**config.mk**
```make
export PLATFORM = sky130hd
export DESIGN_NAME = mag_peak_detect
export DESIGN_NICKNAME = d
export VERILOG_FILES = /design/src/rtl/mag_det_pkg.sv /design/src/rtl/mag_peak_detect.sv
export SDC_FILE = /design/constraint.sdc
export NUM_CORES = 1
export LEC_CHECK = 0
export CAP_MARGIN = 20
export CORE_MARGIN = 4
export CORE_UTILIZATION = 49
export DETAILED_ROUTE_END_ITERATION = 8
export PLACE_DENSITY = 0.75
export RECOVER_POWER = 25
export SYNTH_ARGS = -nofsm -noshare
export SYNTH_HDL_FRONTEND = slang
export SYNTH_SLANG_ARGS = --single-unit
export TNS_END_PERCENT = 1
```
**constraint.sdc**
```tcl
create_clock -name clk -period 13.1 [get_ports clk]
set_input_delay 2.62 -clock clk [delete_from_list [all_inputs] [get_ports clk]]
set_output_delay 2.62 -clock clk [all_outputs]
set_load 0.05 [all_outputs]
```
**src/rtl/mag_det_pkg.sv**
```systemverilog
// Shared defaults and state encoding for the squared-magnitude peak detector.
package mag_det_pkg;

    localparam int DEF_DATA_W  = 31;
    localparam int DEF_IDX_W   = 10;
    localparam int DEF_MAX_LEN = 1024;

    typedef enum logic [1:0] {
        ST_IDLE   = 2'd0,
        ST_SCAN   = 2'd1,
        ST_REPORT = 2'd2
    } det_state_t;

endpackage

```
**src/rtl/mag_peak_detect.sv**
```systemverilog
// Per-frame peak search over squared-magnitude samples: tracks the maximum,
// its first index and the number of threshold hits, then holds one result
// until the consumer takes it.
module mag_peak_detect
    import mag_det_pkg::*;
#(
    parameter int DATA_W  = DEF_DATA_W,
    parameter int IDX_W   = DEF_IDX_W,
    parameter int MAX_LEN = DEF_MAX_LEN
) (
    input  logic              clk,
    input  logic              rst,
    input  logic              s_valid,
    output logic              s_ready,
    input  logic [DATA_W-1:0] s_data,
    input  logic              s_last,
    input  logic [DATA_W-1:0] thresh,
    output logic              m_valid,
    input  logic              m_ready,
    output logic [DATA_W-1:0] m_peak,
    output logic [IDX_W-1:0]  m_index,
    output logic [IDX_W:0]    m_nhits,
    output logic              m_detect,
    output logic              m_ovf
);

    // Count is one bit wider than the index so MAX_LEN itself is representable.
    localparam logic [IDX_W:0] LEN_C = (IDX_W+1)'(MAX_LEN);

    det_state_t          r_state;
    logic [DATA_W-1:0]   r_thr;
    logic [DATA_W-1:0]   r_peak;
    logic [IDX_W-1:0]    r_index;
    logic [IDX_W:0]      r_count;
    logic [IDX_W:0]      r_nhits;
    logic                r_detect;
    logic                r_ovf;
    logic                r_mvalid;

    logic                w_xfer;
    logic [DATA_W-1:0]   w_thr;
    logic                w_hit;
    logic                w_gt;
    logic [DATA_W-1:0]   w_peak;
    logic [IDX_W-1:0]    w_index;
    logic [IDX_W:0]      w_count;
    logic [IDX_W:0]      w_nhits;
    logic                w_full;
    logic                w_end;

    assign s_ready = (r_state != ST_REPORT);
    assign w_xfer  = s_valid && s_ready;

    // Next accumulator values if the current sample transfers; the first
    // sample of a frame seeds everything and latches the live threshold.
    always_comb begin
        w_thr   = (r_state == ST_IDLE) ? thresh : r_thr;
        w_hit   = (s_data >= w_thr);
        w_gt    = 1'b0;
        w_peak  = r_peak;
        w_index = r_index;
        w_count = r_count;
        w_nhits = r_nhits;
        if (r_state == ST_IDLE) begin
            w_peak  = s_data;
            w_index = '0;
            w_count = (IDX_W+1)'(1);
            w_nhits = (IDX_W+1)'(w_hit);
        end else begin
            w_gt    = (s_data > r_peak);
            w_peak  = w_gt ? s_data : r_peak;
            w_index = w_gt ? r_count[IDX_W-1:0] : r_index;
            w_count = r_count + (IDX_W+1)'(1);
            w_nhits = r_nhits + (IDX_W+1)'(w_hit);
        end
        w_full = (w_count == LEN_C);
        w_end  = s_last || w_full;
    end

    // Frame FSM with accumulators and registered result.
    always_ff @(posedge clk) begin
        if (rst) begin
            r_state  <= ST_IDLE;
            r_thr    <= '0;
            r_peak   <= '0;
            r_index  <= '0;
            r_count  <= '0;
            r_nhits  <= '0;
            r_detect <= 1'b0;
            r_ovf    <= 1'b0;
            r_mvalid <= 1'b0;
        end else begin
            case (r_state)
                ST_IDLE, ST_SCAN: begin
                    if (w_xfer) begin
                        r_thr   <= w_thr;
                        r_peak  <= w_peak;
                        r_index <= w_index;
                        r_count <= w_count;
                        r_nhits <= w_nhits;
                        if (w_end) begin
                            r_state  <= ST_REPORT;
                            r_mvalid <= 1'b1;
                            r_detect <= (w_peak >= w_thr);
                            // Truncation only when the frame ran out of room
                            // without the producer marking its end.
                            r_ovf    <= !s_last;
                        end else begin
                            r_state <= ST_SCAN;
                        end
                    end
                end
                ST_REPORT: begin
                    if (m_ready) begin
                        r_state  <= ST_IDLE;
                        r_mvalid <= 1'b0;
                        r_count  <= '0;
                    end
                end
                default: r_state <= ST_IDLE;
            endcase
        end
    end

    assign m_valid  = r_mvalid;
    assign m_peak   = r_peak;
    assign m_index  = r_index;
    assign m_nhits  = r_nhits;
    assign m_detect = r_detect;
    assign m_ovf    = r_ovf;

endmodule

```
==> out/results.md, run 1 <==
| Metric | Value |
|:---|:---|
| Status | finished with violations |
| Failing checks | max-capacitance violations, max-slew violations |
| Starting utilization of the core area | 0.508 |
| Overall die area | 0.0158 sq mm |
| Number of sinks handled by clock tree synthesis | 99 |
| Total number of yosys warnings | 0 |
| Relative slew margins | -1.33 |
| Half-perimeter wire length of the detailed placement result | 13,500 um |
| Power Dens Cells | 101 mW/mm^2 |
| Number of nets produced by synthesis | 919 |
| Final Routed Wirelength | 17,900 um |
| Avg Cell Area, Syn | 9.01 sq um |
| Count of maximum capacitance violations | 1 |
| Crit path kind | input pin to flip-flop |
| Largest net degree at the start of global routing | 102 |
| DRC | 0 |
| Leakage power | 3.61 nW |
| Share of post-route cells with drive strength above 1 | 0.0778 |
| Setup slack of the critical path after layout | 5620 ps |
| Sort of element at the end of the critical path | flip-flop |
| Resized Gates After CTS | 0 |
| Area overhead of the layout relative to synthesis | 22.8% |
| Data required, critical path | 13,300 ps |
| Transition time of the tightest slew-check pin | 3490 ps |
| Via Count | 6,058 |
| Buffers added on ports | 122 |
| Proportion of netlist area held by the largest area contributor | 0.291 |
| Clock tree from TritonCTS | built |
| Global-route wire length before repair | 29,300 um |
| Routed wire length per instance | 17.2 um |
| Number of instances in the synthesized netlist | 756 |
| Number of optimization iterations in the first detailed-route pass | 4 |
| H-tree depth | 3 |
| All-Layer GR Usage | 0.221 |
| WP data arrival | 7680 ps |
| Hold violation count in the final report | 0 |
| Post-synth EDFFs | 0 |
| CTS Root Buffer Type | sky130_fd_sc_hd__clkbuf_16 |
| Area of combinational cells with multiple inputs | 0.00447 sq mm |
| Clock insertion delay at the later pin of the skew report | 360 ps |
| Biggest cell delay along the critical path | 2430 ps |
| Cells taking the most area after synthesis | sky130_fd_sc_hd__dfxtp_1 29%, sky130_fd_sc_hd__ha_1 18%, sky130_fd_sc_hd__mux2i_1 9.3%, sky130_fd_sc_hd__mux2_2 5.0%, sky130_fd_sc_hd__nor2_1 4.8% |
| Ys async rst share | 0 |
| Total power draw | 842 uW |
| Combined flip-flop and latch cell area | 0.00198 sq mm |
| Area of the mapped netlist | 0.00681 sq mm |
| Vias per std cell | 5.84 |
| Filler cell count | 1,177 |
| Total of flip-flops plus latches after synthesis | 99 |
| Final #Nets | 1,019 |
| Top flip-flop cell by instance count after synthesis | sky130_fd_sc_hd__dfxtp_1 |
| Number of library cell types mapped by synthesis | 53 |
| Share of the core filled with cells | 0.624 |
| Placement row count | 42 |
| Antenna violations before repair | 0 |
| Crit share post-route | 0.571 |
| Placer's final routability congestion estimate | 0.878 |
| Hold WC Path Type | flip-flop to flip-flop |
| Core Box Area | 0.0134 sq mm |
| DRT antenna net count | 0 |
| Num CTS Buffers | 9 |
| Crit-path slowest cell | sky130_fd_sc_hd__clkbuf_1 |
| Peak supply drop | 0.0000565 V |
| Sequential cell area fraction in the yosys report | 0.291 |
| Antenna Diode Count | 0 |
| Post-CTS Hold Fix Bufs | 0 |
| Crit path cell chain | dlygate4sd3_1 > inv_1 > nor2_4 > clkbuf_1 > o21a_1 > o31a_2 > buf_4 > mux2i_1 > nor2_1 |
| Buffer and inverter count on the worst path | 4 |
| Maximum fanout along the worst path | 80 |
| Drt initial violations | 338 |
| Post-placement worst setup slack | 5540 ps |
| Total congestion overflow after global routing | 0 |
| RSZ-0062 raised after global routing | no |
| Final Setup Violations | 0 |
| Leading area contributor after synthesis | sky130_fd_sc_hd__dfxtp_1 |
| Max-slew violation count | 81 |
| Post-synth top cells | 99 x sky130_fd_sc_hd__dfxtp_1, 96 x sky130_fd_sc_hd__ha_1, 87 x sky130_fd_sc_hd__nor2_1 |
| Y dimension of the die | 126 um |
| Startpoint types | input pin |
| Width of the chip | 126 um |
| Most frequent cell after synthesis | sky130_fd_sc_hd__dfxtp_1 |
| Top cell family by delay on the critical path | buffers and inverters |
| Sum of negative setup slack | 0 ps |
| Timing-limited maximum frequency | 134 MHz |
| Fin crit period | 7480 ps |
| Vias in the first global route | 6,042 |
| Num ports | 123 |
| Number of buffers added for setup after CTS | 0 |
| Bufs on Longest Clock Path | 2 |
| CTS clock-pin slew for the worst setup and hold paths | 70 ps |
| Final worst clock skew | 11.7 ps |
-- power breakdown --
part	internal [mW]	total, mW	switching (mW)	leakage, nW
sequential	0.318	0.332	0.0146	0.811
combinational	0.110	0.254	0.144	2.66
clock	0.135	0.256	0.121	0.136
-- flip-flops by register name, summed over array words and instances (netlist names), 2 cells and up --
name and count:
m_index 10, m_nhits 11, m_peak 31, r_count 11
r_state 2, r_thr 31
-- stage by stage --
step	std cells	instance area, sq um	hold slack [ps]
final	1037	8370	491
after detailed placement	1021	8090	485
after floorplan	756	6810	475
after global placement	1021	8090	468
after global routing	1037	8370	510
after CTS	1037	8370	495
-- path summary, 6_finish.rpt --
path | cells after the start | to | startpoint | slack [ps]
min reg2reg | 2 | m_index[5] | m_index[5] | 490
max reg2reg | 7 | m_peak[29] | r_state[1] | 8200
max | 9 | m_peak[29] | s_valid | 5620
min | 2 | m_index[5] | m_index[5] | 490
-- cell usage in the layout (no fill, tap or decap), drive strengths merged, types with 4 or more instances in the layout --
master / n
nand2: 27
xor2: 10
or2: 4
or3: 10
ha: 96
mux2i: 63
nand3: 15
mux2: 30
a21o: 27
o21ai: 23
and3: 9
clkdlybuf4s50: 86
buf: 5
inv: 43
dlygate4sd3: 35
nor2: 87
a21oi: 43
a211oi: 37
clkinv: 4
or4: 4
clkbuf: 12
dfxtp: 99
nor3: 7
nand4: 25
nor4: 6
o32ai: 10
nand2b: 13
-- logic make-up (layout without fill, tap and decap cells) --
group | Yosys count | after routing | share of synthesized area
AO/OA/AOI/OAI | 162 | 162 | 0.169
flip-flops | 99 | 99 | 0.291
multiplexers | 93 | 93 | 0.142
AND/OR/NAND/NOR | 213 | 213 | 0.151
adder cells (fa/ha/maj) | 96 | 96 | 0.176
XOR/XNOR | 12 | 12 | 0.0154
buffers and inverters | 81 | 186 | 0.0549
-- layer usage --
layer | track usage | up-vias | share of wire
met5 | 0 | - | 0
met4 | 0.0751 | 0 | 0.019
met3 | 0.0322 | 24 | 0.034
met2 | 0.385 | 129 | 0.49
met1 | 0.281 | 2929 | 0.46
li1 | - | 2976 | -
-- area by class of cell --
cell class                 count  share of cell area
timing repair buffer         127               0.149
tap                          176              0.0263
sequential                    99               0.237
multi-input combinational    576               0.534
clock buffer                  11              0.0290
clock inverter                 5             0.00464
inverter                      43              0.0193
-- worst register-to-register path: cells and delay by family, from the launching register on --
family,cells,cell delay [ps]
compound gates,2,990
buf+inv,2,2900
flops,1,420
mux,1,250
simple gates,2,200
(Power assumes the default switching activity.)
==> run 2, diff against run 1 <==
PLACE_DENSITY = 0.78   (was 0.75)
clock period = 6.85 ns   (was 13.1 ns; I/O delays follow)
==> out/results.md, run 2 (synthesis results as in run 1) <==
| Metric | Value | Change |
|:---|:---|:---|
| All-Layer GR Usage | 0.216 | was 0.221 |
| CP most frequent cell | sky130_fd_sc_hd__ha_1 |  |
| Filler cell count | 1,162 | was 1,177 |
| Antenna Diode Count | 0 | unchanged |
| Total congestion overflow after global routing | 0 | unchanged |
| Hold violation count in the final report | 0 | unchanged |
| DRC | 0 | unchanged |
| Max-slew violation count | 27 | was 81 |
| Number of optimization iterations in the first detailed-route pass | 4 | unchanged |
| Largest net degree at the start of global routing | 102 | unchanged |
| Crit path kind | flip-flop to flip-flop | was input pin to flip-flop |
| Failing checks | max-capacitance violations, max-slew violations | unchanged |
| Overall die area | 0.0158 sq mm | unchanged |
| Sum of negative setup slack | 0 ps | unchanged |
| Antenna violations before repair | 0 | unchanged |
| Relative slew margins | -0.859 | was -1.33 |
| Seq pwr share | 0.378 | was 0.395 |
| Width of the chip | 126 um | unchanged |
| Num CTS Buffers | 9 | unchanged |
| Final #Nets | 1,020 | was 1,019 |
| DRT antenna net count | 0 | unchanged |
| Startpoint types | flip-flop | was input pin |
| H-tree depth | 3 | unchanged |
| Routed wire length per instance | 16.1 um | was 17.2 um |
| Number of sinks handled by clock tree synthesis | 99 | unchanged |
| Core Box Area | 0.0134 sq mm | unchanged |
| Switching power summed over all nets | 522 uW | was 279 uW |
| Placed insts | 1,022 | was 1,021 |
| Half-perimeter wire length of the detailed placement result | 12,600 um | was 13,500 um |
| Most common library cell in the layout ignoring fill and taps | sky130_fd_sc_hd__dfxtp_1 | unchanged |
| Post-CTS Hold Fix Bufs | 0 | unchanged |
| Hold WC Path Type | flip-flop to flip-flop | unchanged |
| Placer's final routability congestion estimate | 0.869 | was 0.878 |
| Final Setup Violations | 0 | unchanged |
| Leakage power | 3.65 nW | was 3.61 nW |
| Drt initial violations | 273 | was 338 |
| Final Routed Wirelength | 16,700 um | was 17,900 um |
| Crit-path slowest cell | sky130_fd_sc_hd__nor2_1 | was sky130_fd_sc_hd__clkbuf_1 |
| Starting utilization of the core area | 0.508 | unchanged |
| Count of maximum capacitance violations | 1 | unchanged |
| Share of post-route cells with drive strength above 1 | 0.0800 | was 0.0778 |
| Vias per std cell | 5.62 | was 5.84 |
| WP data arrival | 6080 ps | was 7680 ps |
| Total power draw | 1.68 mW | was 842 uW |
| Number of buffers added for setup after CTS | 0 | unchanged |
| Portion of total power attributed to combinational logic | 0.286 | was 0.301 |
| Biggest cell delay along the critical path | 2060 ps | was 2430 ps |
| Data required, critical path | 7090 ps | was 13,300 ps |
| Transition time of the tightest slew-check pin | 2780 ps | was 3490 ps |
| Resized Gates After CTS | 0 | unchanged |
| Fin crit period | 5840 ps |  |
| CTS Root Buffer Type | sky130_fd_sc_hd__clkbuf_16 | unchanged |
| Setup slack of the critical path after layout | 1010 ps | was 5620 ps |
| Area of combinational cells with multiple inputs | 0.00446 sq mm | was 0.00447 sq mm |
| Power Dens Cells | 199 mW/mm^2 | was 101 mW/mm^2 |
| Timing-limited maximum frequency | 171 MHz |  |
| Clock tree from TritonCTS | built | unchanged |
| Placement row count | 42 | unchanged |
| Crit share post-route | 0.852 |  |
| Clock insertion delay at the later pin of the skew report | 360 ps | about the same |
| Y dimension of the die | 126 um | unchanged |
| Status | finished with violations | unchanged |
| Global-route wire length before repair | 28,500 um | was 29,300 um |
| Bufs on Longest Clock Path | 2 | unchanged |
| Power share of the clock group | 0.336 | was 0.304 |
| Combined flip-flop and latch cell area | 0.00198 sq mm | unchanged |
| Sort of element at the end of the critical path | flip-flop | unchanged |
| Num ports | 123 | unchanged |
| Peak supply drop | 0.000112 V | was 0.0000565 V |
| Buffers added on ports | 122 | unchanged |
| Post-placement worst setup slack | 664 ps | was 5540 ps |
| Switching power share of the total | 0.311 | was 0.332 |
| Crit path cell chain | nor2_1 > mux2i_1 > ha_1 > a21o_1 > a21o_1 > a21oi_1 > o2111ai_1 > a211o_1 > and2_1 > ha_1 > ha_1 > and3_1 > nand4_1 > xor2_1 > nor2_1 | was dlygate4sd3_1 > inv_1 > nor2_4 > clkbuf_1 > o21a_1 > o31a_2 > buf_4 > mux2i_1 > nor2_1 |
| Final worst clock skew | 10.1 ps | was 11.7 ps |
| Most frequent cells in the layout | 99 x sky130_fd_sc_hd__dfxtp_1, 96 x sky130_fd_sc_hd__ha_1, 86 x sky130_fd_sc_hd__nor2_1 | was 99 x sky130_fd_sc_hd__dfxtp_1, 96 x sky130_fd_sc_hd__ha_1, 86 x sky130_fd_sc_hd__clkdlybuf4s50_1 |
| Area overhead of the layout relative to synthesis | 23.6% | was 22.8% |
| CTS clock-pin slew for the worst setup and hold paths | 70 ps | about the same |
| Post-layout instance count excluding filler cells | 1,038 | was 1,037 |
| Via Count | 5,833 | was 6,058 |
| RSZ-0062 raised after global routing | no | unchanged |
| Vias in the first global route | 5,815 | was 6,042 |
| Maximum fanout along the worst path | 26 | was 80 |
| Cell-internal power | 1.16 mW | was 563 uW |
## run 2: cell count changes in the layout (fill, tap and decap cells not counted)
| cell | delta |
|---|---|
| sky130_fd_sc_hd__clkinv_4 | -3 |
| sky130_fd_sc_hd__nor2_1 | +1 |
| sky130_fd_sc_hd__clkinvlp_4 | -1 |
| sky130_fd_sc_hd__bufinv_16 | +2 |
| sky130_fd_sc_hd__dlygate4sd3_1 | +2 |
| sky130_fd_sc_hd__nor2_4 | -1 |
| sky130_fd_sc_hd__clkdlybuf4s50_1 | -2 |
| sky130_fd_sc_hd__clkinv_2 | +2 |
| sky130_fd_sc_hd__buf_4 | +3 |
| sky130_fd_sc_hd__buf_2 | -1 |
| sky130_fd_sc_hd__clkbuf_1 | -2 |
| sky130_fd_sc_hd__clkbuf_8 | +1 |
## run 2: path summary, 6_finish.rpt
path | start | end | slack, ps | cells after the start
setup / recovery | r_state[1] | m_nhits[10] | 1010 | 15
hold / removal | m_valid | m_valid | 480 | 2
setup reg to reg | r_state[1] | m_nhits[10] | 1010 | 15
hold reg to reg | m_valid | m_valid | 480 | 2
## run 2: cell type report
cell class / instances / share of cell area
clock buffer: 11 / 0.0300
clock inverter: 5 / 0.00892
inverter: 43 / 0.0192
multi-input combinational: 576 / 0.530
sequential: 99 / 0.235
tap: 176 / 0.0262
timing repair buffer: 128 / 0.150
## run 2: stage by stage
step,area [sq um],hold slack [ps],util
2_1_floorplan,6810,475,-
3_3_place_gp,8100,468,0.604
3_5_place_dp,8100,482,0.604
4_1_cts,8430,492,0.629
5_1_grt,8420,506,0.628
6_report,8420,485,0.628
## run 2: power by group through the flow
stage / Sequential (mW) / Clock (mW) / Combinational, mW
3_3_place_gp: 0.647 / 0 / 0.469
4_1_cts: 0.634 / 0.570 / 0.483
6_report: 0.634 / 0.564 / 0.479
3_5_place_dp: 0.647 / 0 / 0.477
2_1_floorplan: 0.690 / 0 / 0.287
5_1_grt: 0.638 / 0.594 / 0.533
## run 2: metal layers
layer	global-route usage	routed length, um
met4	0.0618	225
met2	0.360	7880
met1	0.290	7950
met3	0.0339	686
met5	0	0
## run 2: worst max-delay path, delay by kind of cell, from the launching register on
| family | cells | cell delay (ps) |
|---|---|---|
| AND/OR/NAND/NOR | 5 | 2620 |
| AO/OA/AOI/OAI | 5 | 1180 |
| adder cells (fa/ha/maj) | 3 | 850 |
| multiplexers | 1 | 500 |
| flip-flops | 1 | 400 |
| XOR/XNOR | 1 | 150 |
==> run 3, diff against run 2 <==
CORE_UTILIZATION = 30   (was 49)
MAX_ROUTING_LAYER = met4   (was unset)
PLACE_DENSITY = 0.63   (was 0.78)
==> out/results.md, run 3 (synthesis results as in run 1) <==
| Metric | Value | Change |
|:---|:---|:---|
| Buffers added on ports | 122 | unchanged |
| Crit-path slowest cell | sky130_fd_sc_hd__nor4_1 | was sky130_fd_sc_hd__nor2_1 |
| Count of maximum capacitance violations | 0 | was 1 |
| Starting utilization of the core area | 0.308 | was 0.508 |
| WP data arrival | 6000 ps | was 6080 ps |
| DRC | 0 | unchanged |
| Post-CTS Hold Fix Bufs | 0 | unchanged |
| Transition time of the tightest slew-check pin | 871 ps | was 2780 ps |
| Final worst clock skew | 9.63 ps | was 10.1 ps |
| H-tree depth | 3 | unchanged |
| Placed insts | 1,126 | was 1,022 |
| Antenna Diode Count | 0 | unchanged |
| All-Layer GR Usage | 0.155 | was 0.216 |
| Final Setup Violations | 0 | unchanged |
| Switching power share of the total | 0.319 | was 0.311 |
| Hold WC Path Type | flip-flop to flip-flop | unchanged |
| Number of optimization iterations in the first detailed-route pass | 4 | unchanged |
| Portion of total power attributed to combinational logic | 0.290 | was 0.286 |
| Fin crit period | 5710 ps | was 5840 ps |
| Area overhead of the layout relative to synthesis | 25.4% | was 23.6% |
| Number of buffers added for setup after CTS | 0 | unchanged |
| Sort of element at the end of the critical path | flip-flop | unchanged |
| Num CTS Buffers | 9 | unchanged |
| Most frequent cells in the layout | 99 x sky130_fd_sc_hd__dfxtp_1, 96 x sky130_fd_sc_hd__ha_1, 85 x sky130_fd_sc_hd__nor2_1 | was 99 x sky130_fd_sc_hd__dfxtp_1, 96 x sky130_fd_sc_hd__ha_1, 86 x sky130_fd_sc_hd__nor2_1 |
| Num ports | 123 | unchanged |
| Post-layout instance count excluding filler cells | 1,142 | was 1,038 |
| Core Box Area | 0.0221 sq mm | was 0.0134 sq mm |
| Placement row count | 54 | was 42 |
| Crit path kind | input pin to flip-flop | was flip-flop to flip-flop |
| Sum of negative setup slack | 0 ps | unchanged |
| DRT antenna net count | 0 | unchanged |
| Clock tree from TritonCTS | built | unchanged |
| Share of post-route cells with drive strength above 1 | 0.0800 | unchanged |
| Half-perimeter wire length of the detailed placement result | 14,500 um | was 12,600 um |
| Status | completed | was finished with violations |
| Final #Nets | 1,020 | unchanged |
| Switching power summed over all nets | 529 uW | was 522 uW |
| Seq pwr share | 0.383 | was 0.378 |
| Crit path cell chain | clkdlybuf4s50_1 > ha_1 > nand4_1 > nor4_1 > o41a_1 > o21ai_1 > nand2_1 > buf_4 > mux2_2 > ha_1 > nand4_1 > or4_1 > or2_2 > a311oi_1 > a2111o_1 > mux2i_1 > nor2_1 | was nor2_1 > mux2i_1 > ha_1 > a21o_1 > a21o_1 > a21oi_1 > o2111ai_1 > a211o_1 > and2_1 > ha_1 > ha_1 > and3_1 > nand4_1 > xor2_1 > nor2_1 |
| Max-slew violation count | 0 | was 27 |
| Peak supply drop | 0.0000934 V | was 0.000112 V |
| Drt initial violations | 267 | was 273 |
| Global-route track usage on met2 | 0.248 | was 0.360 |
| Crit share post-route | 0.834 | was 0.852 |
| Largest net degree at the start of global routing | 80 | was 102 |
| Width of the chip | 159 um | was 126 um |
| Global route hottest layer | met2 | unchanged |
| Biggest cell delay along the critical path | 610 ps | was 2060 ps |
| Data required, critical path | 7140 ps | was 7090 ps |
| Vias in the first global route | 5,649 | was 5,815 |
| Met1 layer usage reported by global route | 0.204 | was 0.290 |
| Relative slew margins | 0.419 | was -0.859 |
| Most common library cell in the layout ignoring fill and taps | sky130_fd_sc_hd__dfxtp_1 | unchanged |
| Bufs on Longest Clock Path | 2 | unchanged |
| Met3 global-route usage | 0.0261 | was 0.0339 |
| Maximum fanout along the worst path | 16 | was 26 |
| Resized Gates After CTS | 0 | unchanged |
| Startpoint types | input pin | was flip-flop |
| Overall die area | 0.0252 sq mm | was 0.0158 sq mm |
| CTS clock-pin slew for the worst setup and hold paths | 70 ps | about the same |
| Timing-limited maximum frequency | 175 MHz | was 171 MHz |
| RSZ-0062 raised after global routing | no | unchanged |
| Total congestion overflow after global routing | 0 | unchanged |
| Global-route wire length before repair | 30,100 um | was 28,500 um |
| Power share of the clock group | 0.328 | was 0.336 |
| Cell-internal power | 1.13 mW | was 1.16 mW |
| Power Dens Cells | 194 mW/mm^2 | was 199 mW/mm^2 |
| Y dimension of the die | 159 um | was 126 um |
| Vias per std cell | 5.04 | was 5.62 |
| Placer's final routability congestion estimate | 0.819 | was 0.869 |
| Hold violation count in the final report | 0 | unchanged |
| Final Routed Wirelength | 18,700 um | was 16,700 um |
| CTS Root Buffer Type | sky130_fd_sc_hd__clkbuf_16 | unchanged |
| Routed wire length per instance | 16.4 um | was 16.1 um |
| Antenna violations before repair | 0 | unchanged |
| Filler cell count | 2,209 | was 1,162 |
| Leakage power | 3.64 nW | was 3.65 nW |
| Clock insertion delay at the later pin of the skew report | 360 ps | about the same |
| Number of sinks handled by clock tree synthesis | 99 | unchanged |
| Slack of the worst reg-to-reg path | 2240 ps | was 1010 ps |
| Via Count | 5,761 | was 5,833 |
run 3: area by class of cell:
| class | instances | area (sq um) | share of cell area |
|---|---|---|---|
| flip-flops and latches | 99 | 1980 | 0.232 |
| inverters | 43 | 161 | 0.0189 |
| well taps | 280 | 350 | 0.0410 |
| multi-input cells | 576 | 4470 | 0.523 |
| clock inverters | 3 | 45.0 | 0.00527 |
| clock buffers | 13 | 270 | 0.0316 |
| repair buffers | 128 | 1260 | 0.148 |
run 3: power by group through the flow:
stage	clock [mW]	combinational, mW	sequential, mW
2_1_floorplan	0	0.287	0.690
3_3_place_gp	0	0.479	0.647
3_5_place_dp	0	0.485	0.648
4_1_cts	0.558	0.489	0.635
5_1_grt	0.577	0.539	0.639
6_report	0.543	0.480	0.634
run 3: worst paths after layout:
check	end	depth (start not counted)	start
setup / recovery	m_detect	17	s_data[30]
setup reg to reg	m_detect	17	m_peak[29]
hold reg to reg	m_index[1]	2	m_index[1]
hold / removal	m_index[1]	2	m_index[1]
run 3: per-stage QoR:
step	util	setup WS, ps	hold slack, ps	total power [mW]	cell area, sq um
2_1_floorplan	-	1750	475	0.977	6810
3_3_place_gp	0.372	938	481	1.13	8230
3_5_place_dp	0.372	740	482	1.13	8230
4_1_cts	0.387	1100	493	1.68	8540
5_1_grt	0.387	787	510	1.76	8540
6_report	0.387	1140	488	1.66	8540
run 3: critical path: cells and delay by family:
family | cells | cell delay, ps
fa+ha+maj | 2 | 640
buf+inv | 2 | 750
mux | 2 | 420
compound gates | 4 | 830
simple gates | 7 | 1980
run 3: per-layer routing:
metal / up-vias / wire length [um] / share of wire
met4: 0 / 266 / 0.014
li1: 2982 / - / -
met1: 2648 / 8990 / 0.48
met5: - / 0 / 0
met3: 17 / 678 / 0.036
met2: 114 / 8750 / 0.47
